[config.mk]
export PLATFORM = sky130hd
export DESIGN_NAME = uart_tx_frame_gen
export DESIGN_NICKNAME = d
export VERILOG_FILES = /design/src/rtl/uart_pkg.sv /design/src/rtl/uart_sync_fifo.sv /design/src/rtl/uart_tx_frame_gen.sv
export SDC_FILE = /design/constraint.sdc
export NUM_CORES = 1
export LEC_CHECK = 0
export CAP_MARGIN = 20
export CORE_ASPECT_RATIO = 0.5
export CORE_UTILIZATION = 55
export CTS_CLUSTER_SIZE = 16
export DETAILED_ROUTE_END_ITERATION = 16
export PLACE_DENSITY = 0.83
export SLEW_MARGIN = 20
export SYNTH_ARGS = -nofsm -noshare
export SYNTH_HDL_FRONTEND = slang
export SYNTH_SLANG_ARGS = --single-unit
[constraint.sdc]
create_clock -name sys_clk -period 3.6 [get_ports sys_clk]
set_input_delay 0.36 -clock sys_clk [delete_from_list [all_inputs] [get_ports sys_clk]]
set_output_delay 0.36 -clock sys_clk [all_outputs]
set_load 0.01 [all_outputs]
[src/rtl/uart_pkg.sv]
// Shared types and encodings for the UART transmit path.
// Holds the FSM state encoding, parity codes and the latched per-frame configuration.
package uart_pkg;

    typedef enum logic [2:0] {
        ST_IDLE,
        ST_START,
        ST_DATA,
        ST_PARITY,
        ST_STOP
    } state_t;

    localparam logic [1:0] PAR_NONE = 2'b00;
    localparam logic [1:0] PAR_ODD  = 2'b01;
    localparam logic [1:0] PAR_EVEN = 2'b10;

    typedef struct packed {
        logic       par_en;
        logic       par_bit;
        logic [2:0] last_bit;
        logic       stop2;
    } frame_cfg_t;

    // 00..11 selects 5..8 data bits
    function automatic logic [3:0] data_bits(input logic [1:0] code);
        return 4'd5 + {2'b00, code};
    endfunction

endpackage

[src/rtl/uart_sync_fifo.sv]
// Single-clock FIFO with a fall-through head (dout valid whenever !empty); count is registered.
// Pushes while full and pops while empty are dropped, so callers may gate loosely.
module uart_sync_fifo #(
    parameter int DATA_W = 8,
    parameter int DEPTH  = 16,
    parameter int AW     = 4
) (
    input  logic              sys_clk,
    input  logic              sys_rst_n,
    input  logic              push,
    input  logic              pop,
    input  logic [DATA_W-1:0] din,
    output logic [DATA_W-1:0] dout,
    output logic [AW:0]       count,
    output logic              full,
    output logic              empty
);
    logic [DATA_W-1:0] mem [DEPTH];
    logic [AW-1:0]     wr_ptr;
    logic [AW-1:0]     rd_ptr;
    logic              do_push;
    logic              do_pop;

    assign full    = (count == (AW+1)'(DEPTH));
    assign empty   = (count == '0);
    assign do_push = push && !full;
    assign do_pop  = pop && !empty;
    assign dout    = mem[rd_ptr];

    always_ff @(posedge sys_clk) begin
        if (do_push) begin
            mem[wr_ptr] <= din;
        end
    end

    always_ff @(posedge sys_clk or negedge sys_rst_n) begin
        if (!sys_rst_n) begin
            wr_ptr <= '0;
            rd_ptr <= '0;
            count  <= '0;
        end else begin
            if (do_push) begin
                wr_ptr <= wr_ptr + AW'(1);
            end
            if (do_pop) begin
                rd_ptr <= rd_ptr + AW'(1);
            end
            if (do_push && !do_pop) begin
                count <= count + (AW+1)'(1);
            end else if (!do_push && do_pop) begin
                count <= count - (AW+1)'(1);
            end
        end
    end

endmodule

[src/rtl/uart_tx_frame_gen.sv]
// UART transmitter: byte FIFO feeding a 5-8 data bit, optional parity, 1/2 stop bit framer.
// Line falls 2 cycles after a write into an idle block; tx_ready drops only while the FIFO is full.
module uart_tx_frame_gen
    import uart_pkg::*;
#(
    parameter int FIFO_DEPTH = 16,
    parameter int FIFO_AW    = 4,
    parameter int DIV_W      = 16,
    parameter int MIN_DIV    = 4
) (
    input  logic               sys_clk,
    input  logic               sys_rst_n,
    input  logic [DIV_W-1:0]   cfg_div,
    input  logic [1:0]         cfg_data_bits,
    input  logic [1:0]         cfg_parity,
    input  logic               cfg_stop2,
    input  logic [7:0]         tx_data,
    input  logic               tx_valid,
    output logic               tx_ready,
    output logic               tx_busy,
    output logic               tx_done,
    output logic [FIFO_AW:0]   fifo_level,
    output logic               uart_tx
);
    state_t           state;
    frame_cfg_t       fcfg_q;
    frame_cfg_t       fcfg_d;
    logic [DIV_W-1:0] period_q;
    logic [DIV_W-1:0] period_d;
    logic [DIV_W-1:0] baud_cnt;
    logic [2:0]       bit_cnt;
    logic             stop_cnt;
    logic [7:0]       shift_q;
    logic [7:0]       masked;
    logic [7:0]       fifo_dout;
    logic             fifo_full;
    logic             fifo_empty;
    logic             fifo_push;
    logic             fifo_pop;
    logic             baud_end;
    logic             stop_last;
    logic             line_bit;

    uart_sync_fifo #(
        .DATA_W (8),
        .DEPTH  (FIFO_DEPTH),
        .AW     (FIFO_AW)
    ) u_fifo (
        .sys_clk   (sys_clk),
        .sys_rst_n (sys_rst_n),
        .push      (fifo_push),
        .pop       (fifo_pop),
        .din       (tx_data),
        .dout      (fifo_dout),
        .count     (fifo_level),
        .full      (fifo_full),
        .empty     (fifo_empty)
    );

    assign tx_ready  = !fifo_full;
    assign fifo_push = tx_valid && tx_ready;
    assign baud_end  = (baud_cnt == period_q - DIV_W'(1));
    assign stop_last = (stop_cnt == fcfg_q.stop2);
    // Popping at the last stop cycle lets the next start bit follow with no idle gap.
    assign fifo_pop  = !fifo_empty &&
                       ((state == ST_IDLE) || ((state == ST_STOP) && baud_end && stop_last));
    assign period_d  = (cfg_div < DIV_W'(MIN_DIV)) ? DIV_W'(MIN_DIV) : cfg_div;

    always_comb begin
        masked          = fifo_dout & (8'hFF >> (4'd8 - data_bits(cfg_data_bits)));
        fcfg_d.par_en   = (cfg_parity == PAR_ODD) || (cfg_parity == PAR_EVEN);
        fcfg_d.par_bit  = (cfg_parity == PAR_ODD) ? ~^masked : ^masked;
        fcfg_d.last_bit = 3'(data_bits(cfg_data_bits) - 4'd1);
        fcfg_d.stop2    = cfg_stop2;
    end

    always_comb begin
        line_bit = 1'b1;
        case (state)
            ST_START:  line_bit = 1'b0;
            ST_DATA:   line_bit = shift_q[0];
            ST_PARITY: line_bit = fcfg_q.par_bit;
            default:   line_bit = 1'b1;
        endcase
    end

    // Outputs are registered from the current state, so they trail it by one cycle.
    always_ff @(posedge sys_clk or negedge sys_rst_n) begin
        if (!sys_rst_n) begin
            state    <= ST_IDLE;
            fcfg_q   <= '0;
            period_q <= DIV_W'(MIN_DIV);
            baud_cnt <= '0;
            bit_cnt  <= '0;
            stop_cnt <= 1'b0;
            shift_q  <= '0;
            uart_tx  <= 1'b1;
            tx_busy  <= 1'b0;
            tx_done  <= 1'b0;
        end else begin
            uart_tx  <= line_bit;
            tx_busy  <= (state != ST_IDLE);
            tx_done  <= (state == ST_STOP) && baud_end && stop_last;
            baud_cnt <= ((state == ST_IDLE) || baud_end) ? '0 : baud_cnt + DIV_W'(1);
            case (state)
                ST_IDLE: state <= ST_IDLE;
                ST_START: begin
                    if (baud_end) begin
                        state   <= ST_DATA;
                        bit_cnt <= '0;
                    end
                end
                ST_DATA: begin
                    if (baud_end) begin
                        shift_q <= shift_q >> 1;
                        if (bit_cnt == fcfg_q.last_bit) begin
                            state    <= fcfg_q.par_en ? ST_PARITY : ST_STOP;
                            stop_cnt <= 1'b0;
                        end else begin
                            bit_cnt <= bit_cnt + 3'd1;
                        end
                    end
                end
                ST_PARITY: begin
                    if (baud_end) begin
                        state    <= ST_STOP;
                        stop_cnt <= 1'b0;
                    end
                end
                ST_STOP: begin
                    if (baud_end) begin
                        if (stop_last) begin
                            state <= ST_IDLE;
                        end else begin
                            stop_cnt <= 1'b1;
                        end
                    end
                end
                default: state <= ST_IDLE;
            endcase
            if (fifo_pop) begin
                state    <= ST_START;
                shift_q  <= masked;
                fcfg_q   <= fcfg_d;
                period_q <= period_d;
                baud_cnt <= '0;
            end
        end
    end

endmodule

==> results_tabular.tex <==
\begin{tabular}{lr}
\hline
Metric & Value \\
\hline
\multicolumn{2}{l}{\textbf{STA}} \\
Worst slew margin relative to its limit & 0.383 \\
Final setup margin & 0.0490 ns \\
Number of max-slew violations in the final report & 0 \\
Unrepaired setup endpoints after global routing & yes \\
Setup violators final & 0 \\
Transition at the pin with the smallest max-transition slack & 0.925 ns \\
Final-report hold violation count & 0 \\
Fin crit share & 0.986 \\
Highest achievable clock rate & 282 MHz \\
Final min period & 3.55 ns \\
Final setup TNS & 0 ns \\
Post-Route Skew & 0.0163 ns \\
Final Hold Slack & 0.0533 ns \\
\multicolumn{2}{l}{\textbf{Clock tree}} \\
Clk Tree Root Cell & sky130\_fd\_sc\_hd\_\_clkbuf\_16 \\
CTS tree & built \\
Number of clock sinks & 197 \\
Clock buffer depth & 2 \\
TritonCTS buffer count & 17 \\
Depth of the CTS H-tree & 4 \\
Source-to-sink clock delay at the later pin of the worst-skew pair & 0.44 ns \\
Clock input transition at the sequential cells of the worst setup and hold paths & 0.08 ns \\
\multicolumn{2}{l}{\textbf{Finish}} \\
Commonest cells after routing, fill and taps aside & sky130\_fd\_sc\_hd\_\_edfxtp\_1 (128), sky130\_fd\_sc\_hd\_\_dfrtp\_1 (65), sky130\_fd\_sc\_hd\_\_nor2\_1 (55) \\
Register area & 5580 um2 \\
Combined area of the multi-input logic cells & 3380 um2 \\
Final cell count without fillers & 971 \\
Fin nets & 784 \\
Final Util & 0.675 \\
Layout cell share with drive strength beyond 1 & 0.193 \\
Final design instance area without fill & 10600 um2 \\
Leading cell type in the layout, fill and taps excluded & sky130\_fd\_sc\_hd\_\_edfxtp\_1 \\
Filler Cell Count & 1025 \\
Area added between synthesis and finish & 17.5\% \\
Antenna diode instance count & 0 \\
\multicolumn{2}{l}{\textbf{Critical path}} \\
Critical Path, Cell by Cell & or4\_1, nor2\_1, nor4b\_1, nor4\_4, nand4\_1, nand2\_2, inv\_4, ha\_4, inv\_1, ha\_4, nand2\_1, a21oi\_1, o21bai\_1, a21oi\_1, xor2\_1 \\
Critical Path Start Type & flip-flop \\
WP data arrival & 3.90 ns \\
Kind of capture point of the worst setup path & flip-flop \\
FF-to-FF Start & period\_q[9] \\
Number of cells on the worst reg-to-reg path & 15 \\
Largest fanout of any net on the critical path & 6 \\
Critical path class & reg2reg \\
Critical path data required time & 3.95 ns \\
Worst R2R End & u\_fifo.count[4] \\
Crit-path max cell delay & 0.69 ns \\
Cell type of the slowest stage on the worst timing path & sky130\_fd\_sc\_hd\_\_nor4b\_1 \\
Flop2flop setup slack & 0.05 ns \\
\multicolumn{2}{l}{\textbf{Synthesis}} \\
Synth Cell Area & 9040 um2 \\
Seq cells post-synth & 197 \\
Ranking of synthesized cells by area & sky130\_fd\_sc\_hd\_\_edfxtp\_1 (43\%), sky130\_fd\_sc\_hd\_\_dfrtp\_1 (19\%), sky130\_fd\_sc\_hd\_\_mux4\_2 (5.7\%), sky130\_fd\_sc\_hd\_\_xnor2\_1 (2.8\%), sky130\_fd\_sc\_hd\_\_mux2i\_1 (2.8\%) \\
Post-Synthesis Mean Instance Area & 13.5 um2 \\
Sequential cell area fraction in the yosys report & 0.616 \\
EDFF count, synth & 128 \\
Distinct cells, synth & 66 \\
Cell type with the largest total area after synthesis & sky130\_fd\_sc\_hd\_\_edfxtp\_1 \\
Gate count of the mapped netlist & 672 \\
Leading register cell type out of synthesis & sky130\_fd\_sc\_hd\_\_edfxtp\_1 \\
Area share of the leading cell type in the synthesized netlist & 0.425 \\
Post-Syn Nets & 719 \\
Warnings, synthesis & 0 \\
Synth async-reset ratio & 0.350 \\
\multicolumn{2}{l}{\textbf{Die}} \\
Top Ports & 41 \\
Die X & 183 um \\
Number of core rows & 32 \\
Initial Util & 0.575 \\
Floorplan core area & 15700 um2 \\
Area enclosed by the die boundary & 17000 um2 \\
Floorplan die height & 92.7 um \\
\multicolumn{2}{l}{\textbf{Power}} \\
VDD IR max & 0.000400 V \\
Clock network fraction of total power & 0.219 \\
Combinational cell fraction of total power & 0.398 \\
Power density cells & 821 nW/um2 \\
Net Sw Power & 3.22 mW \\
Leak pwr & 3.94 nW \\
Switching part of the total power & 0.369 \\
Overall power of the completed layout & 8.73 mW \\
Cell-internal power & 5.50 mW \\
Power share of the sequential group & 0.383 \\
\multicolumn{2}{l}{\textbf{Place}} \\
Post-placement setup slack & 0.00482 ns \\
Count of port buffers added during placement & 40 \\
Placed wire-length estimate & 12500 um \\
\# placed instances & 934 \\
Final weighted congestion of routability-driven global placement & 0.882 \\
Post-place instance area & 9870 um2 \\
\multicolumn{2}{l}{\textbf{Global route}} \\
Most Used Layer, Global Route & met2 \\
Global routing usage on met1 & 0.338 \\
GR Util met2 & 0.403 \\
Aggregate global routing overflow & 0 \\
Met3 global-route usage & 0.0429 \\
Wire length of the first global-routing pass & 31500 um \\
Maximum number of pins on one net before global-route repair & 70 \\
Vias in the first global route & 5831 \\
Number of antenna violations at the first check in global routing & 0 \\
GRT Resource Usage Total & 0.246 \\
\multicolumn{2}{l}{\textbf{Drt}} \\
Detailed-router iteration count before antenna repair & 5 \\
Final routed wire length divided by cell count & 20.3 um \\
Total Routed Length & 19700 um \\
DRC violations left & 0 \\
Average via count per standard cell & 6.01 \\
Antenna-violating nets left & 0 \\
1st-iter DRT viols & 597 \\
Vias & 5838 \\
\multicolumn{2}{l}{\textbf{Hold path}} \\
Hold WC Path Type & in2async \\
\multicolumn{2}{l}{\textbf{Flow run}} \\
Count of maximum capacitance violations & 0 \\
\multicolumn{2}{l}{\textbf{Outcome}} \\
Outcome & finished, final reports clean \\
\hline
\end{tabular}
[cells in the mapped netlist (6+ instances only)]
master,instances
sky130_fd_sc_hd__buf_2,6
sky130_fd_sc_hd__edfxtp_1,128
sky130_fd_sc_hd__dfrtp_1,67
sky130_fd_sc_hd__ha_1,15
sky130_fd_sc_hd__nand2b_1,8
sky130_fd_sc_hd__nor2b_1,7
sky130_fd_sc_hd__nor3_1,13
sky130_fd_sc_hd__a22oi_1,6
sky130_fd_sc_hd__a211oi_1,6
sky130_fd_sc_hd__nor2_1,55
sky130_fd_sc_hd__inv_1,17
sky130_fd_sc_hd__mux2_2,22
sky130_fd_sc_hd__nand3_1,17
sky130_fd_sc_hd__o21ai_0,33
sky130_fd_sc_hd__and3_1,6
sky130_fd_sc_hd__clkbuf_1,20
sky130_fd_sc_hd__a21oi_1,14
sky130_fd_sc_hd__buf_1,7
sky130_fd_sc_hd__mux2i_1,25
sky130_fd_sc_hd__xnor2_1,29
sky130_fd_sc_hd__xor2_1,25
sky130_fd_sc_hd__nand2_1,46
sky130_fd_sc_hd__mux4_2,23
[area by class of cell]
class	instances	share of cell area
clock buffers	18	0.0413
clock inverters	14	0.0165
inverters	18	0.00659
multi-input cells	424	0.318
flip-flops and latches	197	0.525
well taps	221	0.0260
repair buffers	79	0.0665
[power by group through the flow]
| stage | clock network, mW | registers (mW) | logic [mW] |
|---|---|---|---|
| after floorplan | 0 | 3.17 | 2.50 |
| after global placement | 0 | 3.32 | 3.15 |
| after detailed placement | 0 | 3.36 | 3.26 |
| after CTS | 1.92 | 3.32 | 3.33 |
| after global routing | 2.01 | 3.39 | 3.76 |
| final | 1.91 | 3.34 | 3.48 |
[flip-flops by register name, indices dropped and copies added (netlist names)]
name           count
bit_cnt            3
fcfg_q             6
uart_tx            1
u_fifo.count       5
u_fifo.mem       128
baud_cnt          16
period_q          16
tx_busy            1
u_fifo.wr_ptr      4
shift_q            8
state              3
stop_cnt           1
tx_done            1
u_fifo.rd_ptr      4
[worst max path at each step]
stage | from | to | slack [ns] | cells past startpoint
after detailed placement | period_q[4] | u_fifo.count[4] | 0.005 | 14
after global placement | period_q[4] | u_fifo.count[4] | 0.08 | 14
after global routing | period_q[9] | u_fifo.count[4] | -0.16 | 15
after floorplan | period_q[3] | u_fifo.count[4] | 0.01 | 16
after CTS | period_q[4] | u_fifo.count[3] | 0.02 | 13
final | period_q[9] | u_fifo.count[4] | 0.05 | 15
[worst max-delay path, delay by kind of cell (launching register included)]
kind	cells	cell delay, ns
compound gates	3	0.43
xor+xnor	1	0.15
fa+ha+maj	2	0.44
buf+inv	2	0.17
flops	1	0.43
simple gates	7	1.84
[what timing repair did]
item	4_1_cts	5_1_grt
setup buffers	0	5
gates resized for setup	2	18
endpoints found under the setup margin	1	3
hold buffers	0	0
pin swaps	0	6
[cells by family (layout without fill, tap and decap cells)]
| group | after synthesis | count (layout) | share of synthesized area |
|---|---|---|---|
| buf+inv | 51 | 129 | 0.0220 |
| mux | 70 | 70 | 0.112 |
| compound gates | 93 | 93 | 0.0672 |
| xor+xnor | 55 | 55 | 0.0548 |
| simple gates | 191 | 191 | 0.107 |
| flops | 197 | 197 | 0.616 |
| fa+ha+maj | 15 | 15 | 0.0208 |
[per-layer routing]
metal,wire length [um],share of wire
met3,1260,0.064
met5,0,0
met4,419,0.021
met2,9630,0.49
met1,8370,0.43
Power figures use the tool's default switching activity.
